`src/rtl/dice_cgra_pkg.sv`:
```
// Shared types for the DICE CGRA thread-ID dispatcher.
// Holds the dispatcher FSM state encoding and the perf counter width.
package dice_cgra_pkg;

    // Dispatcher FSM states
    typedef enum logic [1:0] {
        IDLE  = 2'd0,
        ISSUE = 2'd1,
        DRAIN = 2'd2,
        DONE  = 2'd3
    } disp_state_e;

    localparam int unsigned PERF_W = 32;

endpackage

```
`src/rtl/dice_cgra_drain_timer.sv`:
```
// Drain down-counter: loaded with the pipeline drain length, counts down
// while enabled and flags expiry in the last drain cycle.
module dice_cgra_drain_timer #(
    parameter int unsigned DRN_W = 7
) (
    input  logic             clk,
    input  logic             rst,
    input  logic             clr,
    input  logic             load,
    input  logic [DRN_W-1:0] load_val,
    input  logic             count,
    output logic             expire
);

    logic [DRN_W-1:0] cnt_q, cnt_d;

    // Next count: clear beats load, load beats decrement
    always_comb begin
        cnt_d = cnt_q;
        if (clr) begin
            cnt_d = '0;
        end else if (load) begin
            cnt_d = load_val;
        end else if (count && (cnt_q != '0)) begin
            cnt_d = cnt_q - DRN_W'(1);
        end
    end

    // Counter register
    always_ff @(posedge clk or posedge rst) begin
        if (rst) begin
            cnt_q <= '0;
        end else begin
            cnt_q <= cnt_d;
        end
    end

    // Expiry marks the final counting cycle so the FSM leaves DRAIN on time
    always_comb begin
        expire = count && (cnt_q == DRN_W'(1));
    end

endmodule

```
`src/rtl/dice_cgra_tid_dispatcher.sv`:
```
// DICE CGRA thread-ID dispatcher: accepts a block launch, issues thread IDs
// 0..num-1 under back-pressure, waits out the pipeline drain, then pulses done.
// Optional feature: define DICE_DISP_PERF_CNT_EN to add the 32-bit
// perf_stall_cycles output counting stalled ISSUE cycles.
module dice_cgra_tid_dispatcher
    import dice_cgra_pkg::*;
#(
    parameter int unsigned NUM_TID   = 512,
    parameter int unsigned MAX_DRAIN = 64,
    localparam int unsigned TID_W    = $clog2(NUM_TID + 1),
    localparam int unsigned DRN_W    = $clog2(MAX_DRAIN + 1)
) (
    input  logic             clk,
    input  logic             rst,
    input  logic             clr,
    input  logic             start_valid,
    output logic             start_ready,
    input  logic [TID_W-1:0] start_num_tid,
    input  logic [DRN_W-1:0] start_drain,
    input  logic             disp_stall,
    output logic [TID_W-1:0] disp_tid,
    output logic             disp_valid,
    output logic             busy,
    output logic             done
`ifdef DICE_DISP_PERF_CNT_EN
    ,
    output logic [PERF_W-1:0] perf_stall_cycles
`endif
);

    disp_state_e      state_q, state_d;
    logic [TID_W-1:0] tid_cnt_q, tid_cnt_d;
    logic [TID_W-1:0] num_q, num_d;
    logic [DRN_W-1:0] drain_q, drain_d;
    logic [TID_W-1:0] num_clamped;
    logic             accept;
    logic             tmr_load;
    logic             tmr_count;
    logic             tmr_expire;

    // Handshake and issue outputs; clr suppresses issue and done in its cycle
    always_comb begin
        start_ready = (state_q == IDLE) && !clr;
        accept      = start_valid && start_ready;
        disp_valid  = (state_q == ISSUE) && !disp_stall && !clr;
        disp_tid    = tid_cnt_q;
        busy        = (state_q != IDLE);
        done        = (state_q == DONE) && !clr;
        num_clamped = (start_num_tid > TID_W'(NUM_TID)) ? TID_W'(NUM_TID) : start_num_tid;
    end

    // FSM and issue-counter next state
    always_comb begin
        state_d   = state_q;
        tid_cnt_d = tid_cnt_q;
        num_d     = num_q;
        drain_d   = drain_q;
        tmr_load  = 1'b0;
        tmr_count = 1'b0;
        if (clr) begin
            state_d   = IDLE;
            tid_cnt_d = '0;
        end else begin
            case (state_q)
                IDLE: begin
                    if (accept) begin
                        num_d     = num_clamped;
                        drain_d   = start_drain;
                        tid_cnt_d = '0;
                        state_d   = (num_clamped == '0) ? DONE : ISSUE;
                    end
                end
                ISSUE: begin
                    if (disp_valid) begin
                        tid_cnt_d = tid_cnt_q + TID_W'(1);
                        // Last TID: leave ISSUE on the following edge
                        if (tid_cnt_q == num_q - TID_W'(1)) begin
                            if (drain_q != '0) begin
                                state_d  = DRAIN;
                                tmr_load = 1'b1;
                            end else begin
                                state_d = DONE;
                            end
                        end
                    end
                end
                DRAIN: begin
                    tmr_count = 1'b1;
                    if (tmr_expire) begin
                        state_d = DONE;
                    end
                end
                DONE: begin
                    state_d = IDLE;
                end
                default: begin
                    state_d = IDLE;
                end
            endcase
        end
    end

    // State registers
    always_ff @(posedge clk or posedge rst) begin
        if (rst) begin
            state_q   <= IDLE;
            tid_cnt_q <= '0;
            num_q     <= '0;
            drain_q   <= '0;
        end else begin
            state_q   <= state_d;
            tid_cnt_q <= tid_cnt_d;
            num_q     <= num_d;
            drain_q   <= drain_d;
        end
    end

    dice_cgra_drain_timer #(
        .DRN_W (DRN_W)
    ) u_drain_timer (
        .clk      (clk),
        .rst      (rst),
        .clr      (clr),
        .load     (tmr_load),
        .load_val (drain_q),
        .count    (tmr_count),
        .expire   (tmr_expire)
    );

`ifdef DICE_DISP_PERF_CNT_EN
    logic [PERF_W-1:0] perf_cnt_q, perf_cnt_d;

    // Stalled-ISSUE cycle counter, saturating, restarted by clr and each launch
    always_comb begin
        perf_cnt_d = perf_cnt_q;
        if (clr || accept) begin
            perf_cnt_d = '0;
        end else if ((state_q == ISSUE) && disp_stall && !(&perf_cnt_q)) begin
            perf_cnt_d = perf_cnt_q + PERF_W'(1);
        end
    end

    // Perf counter register
    always_ff @(posedge clk or posedge rst) begin
        if (rst) begin
            perf_cnt_q <= '0;
        end else begin
            perf_cnt_q <= perf_cnt_d;
        end
    end

    assign perf_stall_cycles = perf_cnt_q;
`endif

endmodule
```
`config.mk`:
```
export PLATFORM = sky130hd
export DESIGN_NAME = dice_cgra_tid_dispatcher
export DESIGN_NICKNAME = d
export VERILOG_FILES = /design/src/rtl/dice_cgra_pkg.sv /design/src/rtl/dice_cgra_drain_timer.sv /design/src/rtl/dice_cgra_tid_dispatcher.sv
export SDC_FILE = /design/constraint.sdc
export NUM_CORES = 1
export LEC_CHECK = 0
export CAP_MARGIN = 20
export CORE_MARGIN = 10
export CORE_UTILIZATION = 45
export CTS_BUF_LIST = sky130_fd_sc_hd__clkbuf_4 sky130_fd_sc_hd__clkbuf_8
export CTS_CLUSTER_SIZE = 12
export DETAILED_ROUTE_END_ITERATION = 6
export PLACE_DENSITY = 0.66
export SYNTH_ARGS = -nofsm -noshare
export SYNTH_HDL_FRONTEND = slang
export SYNTH_SLANG_ARGS = --single-unit
```
`constraint.sdc`:
```
create_clock -name clk -period 5.73 [get_ports clk]
set_input_delay 0.573 -clock clk [delete_from_list [all_inputs] [get_ports clk]]
set_output_delay 0.573 -clock clk [all_outputs]
set_load 0.02 [all_outputs]
```
==> impl_metrics.toml <==
[power_and_ir_drop]
p_sw_share_pct = 36.5
p_comb_share_pct = 37.8
switchingPower_uw = 351
power_frac_seq_pct = 39.1
pwr_density_cell_nw_per_um2 = 328
power_leakage_uw = 0.00114
internal_power_uw = 611
peakVddDrop_uv = 182
clkPwrFrac_pct = 23.2

[sta]
slew_headroom_pct = 45.0
layout_min_cycle_time_ps = 2990
max_freq_ghz = 0.334
tightestPinTransition_ps = 818
hold_viol_final = 0
drv_slew = 0
fin_tns_setup_ps = 0
skew_ps = 9.03
rsz0062_at_grt = "no"
setup_viol = 0
period_share_pct = 52.2

[cells_and_area]
layout.nets = 322
fillCellCount = 496
final_cell_count_no_fill = 362
syn2layout_area_growth_pct = 19.9
diodes = 0
layout-drive-gt1-share_pct = 10.6
design_area_sq_um = 2930

[setup_path]
cpLargestDelayFamily = "buffers and inverters"
worst-path-buf-inv = 2
worst-path-stages = 4
crit_path_max_fanout = 17
worstSetupPathType = "primary input to primary output"
end_kind = "primary output"
cp.required_ps = 5160
critPathArrivalTime_ps = 2420
r2r_cells = 8
start_kind = "primary input"
crit_top_cell = "clkdlybuf4s50_1"
slowest_stage = "clkdlybuf4s50_1"
crit_chain = "clkdlybuf4s50_1 > nand2b_1 > nor2_1 > clkdlybuf4s50_1"
worst_path_largest_cell_delay_ps = 720

[grt]
grt_max_degree = 37
track_usage_pct = 12.8
first_global_vias = 2051
antenna_found_initial = 0
grt-ovfl-total = 0
grt_pass1_wl_mm = 9.40

[cts]
cts_sinks = 36
clock_latency_ps = 290
htreeDepth = 2
cts_tree = "done"
cts_setup_buffers = 0
cts_resized = 0
cts.reportedPaths.clkPinSlew_ps = 70
numCtsBuffers = 5
cts_buffer_depth = 2
root_buffer = "clkbuf_8"
ctsHoldBuffers = 0

[worst_hold_path]
holdPathStages = 1
min_path_type = "flip-flop to flip-flop"

[yosys]
synth-edff-count = 0
ys_dominant_reg_cell = "dfrtp_1"
netlist_instances = 260
synth_area_per_cell_sq_um = 9.41
synth_top_family_by_area = "simple AND/OR/NAND/NOR gates"
synthAdderAreaFrac_pct = 4.60
seq_area_frac_synth_pct = 36.8
synth-simple-area-share_pct = 25.4
synth-xor-area-share_pct = 8.23
yosys_register_bits = 36
async_reset_ff_share_pct = 100
synth_mux_area_share_pct = 4.60
synth-compound-area-share_pct = 16.2
synth_cell_type_count = 54
syn_area_sq_um = 2450
syn_nets = 291
synth_warnings = 0

[route]
drc = 0
post_drt_wl_per_cell_um = 15.1
drtIter0Drc = 91
first_pass_iters = 4
vias = 2005
drt-total-wl_mm = 5.45
final_antenna_net_count = 0
vias_per_cell = 5.54

[die]
die_height_um = 93.7
floorplan.initialDensity_pct = 47.0
dieArea_sq_um = 8790
num_rows = 26
pin_count = 36
core-area_sq_um = 5200
die_w_um = 93.7

[placed_design]
dpl.hpwl_mm = 4.24
placed_cells = 354
routabilityCongestion = 0.861
numPortBuffers = 35
dpl_cell_area_sq_um = 2820

[job]
maxCapViolCount = 0

[run_status]
status = "finished, final reports clean"
[stage by stage]
stage | setup WS (ps) | hold WS [ps] | utilization [%] | total power [uW]
floorplan | 3040 | 495 | - | 660
global placement | 2750 | 516 | 54.2 | 738
detailed placement | 2740 | 532 | 54.2 | 742
CTS | 2730 | 551 | 56.4 | 970
global route | 2600 | 567 | 56.4 | 1030
finish | 2740 | 549 | 56.4 | 962
[registers in the layout, indices dropped and copies added (netlist names)]
name,count
drain_q,7
u_drain_timer.cnt_q,7
state_q,2
num_q,10
disp_tid,10
[synth_stat cells (2+ instances only)]
| cell | n | area (sq um) |
|---|---|---|
| nand4_1 | 5 | 31.3 |
| nor4_1 | 4 | 25.0 |
| a22o_1 | 3 | 26.3 |
| xor2_1 | 10 | 87.6 |
| buf_6 | 3 | 33.8 |
| nor3_1 | 18 | 90.1 |
| or3_1 | 3 | 18.8 |
| a21oi_1 | 11 | 55.1 |
| a31oi_1 | 2 | 12.5 |
| ha_1 | 9 | 113 |
| nand2_1 | 17 | 63.8 |
| or4_4 | 2 | 22.5 |
| clkbuf_1 | 7 | 26.3 |
| xnor2_1 | 13 | 114 |
| nand4b_1 | 3 | 26.3 |
| mux2_2 | 9 | 101 |
| o21ai_0 | 14 | 70.1 |
| nand3b_1 | 3 | 22.5 |
| a21o_1 | 2 | 15.0 |
| nand2b_1 | 8 | 50.1 |
| and3_1 | 3 | 18.8 |
| buf_2 | 2 | 10.0 |
| nor2_1 | 24 | 90.1 |
| nand3_1 | 5 | 25.0 |
| inv_1 | 9 | 33.8 |
| dfrtp_1 | 36 | 901 |
| a211oi_1 | 7 | 52.6 |
| nor2b_1 | 2 | 12.5 |
[power groups by stage]
stage	Combinational [uW]	Clock, uW	Sequential, uW
floorplan	310	0	350
global placement	361	0	377
detailed placement	363	0	380
CTS	365	230	375
global route	406	241	386
finish	363	223	376
[final timing paths]
path	startpoint	end	slack [ps]
setup / recovery	clr	disp_valid	2740
hold / removal	drain_q[4]$_DFFE_PP0P_	drain_q[4]$_DFFE_PP0P_	550
setup reg to reg	num_q[0]$_DFFE_PP0P_	state_q[1]$_DFFE_PP0P_	2860
hold reg to reg	drain_q[4]$_DFFE_PP0P_	drain_q[4]$_DFFE_PP0P_	550
max in group asynchronous	rst	disp_tid[9]$_DFFE_PP0P_	4720
min in group asynchronous	rst	num_q[2]$_DFFE_PP0P_	680
[logic make-up after synthesis]
kind of cell,Yosys count
xor gates and xnor gates,23
muxes,10
AOI/OAI and AO/OA,54
buffers and inverters,21
adders and majority gates,9
DFF,36
and+or+nand+nor,107
[cells in the final DEF (no fill, tap or decap), types with 4 or more instances in the layout]
master           count
nor2_1              24
xnor2_1             13
nand4_1              5
xor2_1              10
nor3_1              18
ha_1                 9
clkdlybuf4s50_1     35
mux2_2               9
a21oi_1             11
nor4_1               4
nand2b_1             8
dfrtp_1             36
inv_1                9
nand2_1             17
a211oi_1             7
nand3_1              5
o21ai_0             14
clkbuf_8             5
[layer usage]
| metal | track usage (%) | share of wire [%] | vias up |
|---|---|---|---|
| li1 | - | - | 999 |
| met1 | 15.6 | 48 | 961 |
| met2 | 21.4 | 46 | 35 |
| met3 | 3.60 | 4.6 | 10 |
| met4 | 4.05 | 1.5 | 0 |
| met5 | 0 | 0 | - |
[worst reg2reg max path: stages (launching register included)]
cell,delay (ps)
dfrtp_1,550
inv_1,90
ha_1,290
o21bai_1,190
a211o_1,290
and4b_4,210
or4_4,610
a21boi_4,190
mux2_1,330
[area by class of cell]
cell class	count	area [sq um]	area share, %
well taps	70	87.6	2.99
repair buffers	36	358	12.2
inverters	9	33.8	1.15
multi-input cells	203	1440	49.2
clock buffers	5	68.8	2.35
clock inverters	3	42.5	1.45
flip-flops and latches	36	901	30.7
No activity file was read; power rests on OpenSTA's default activity.
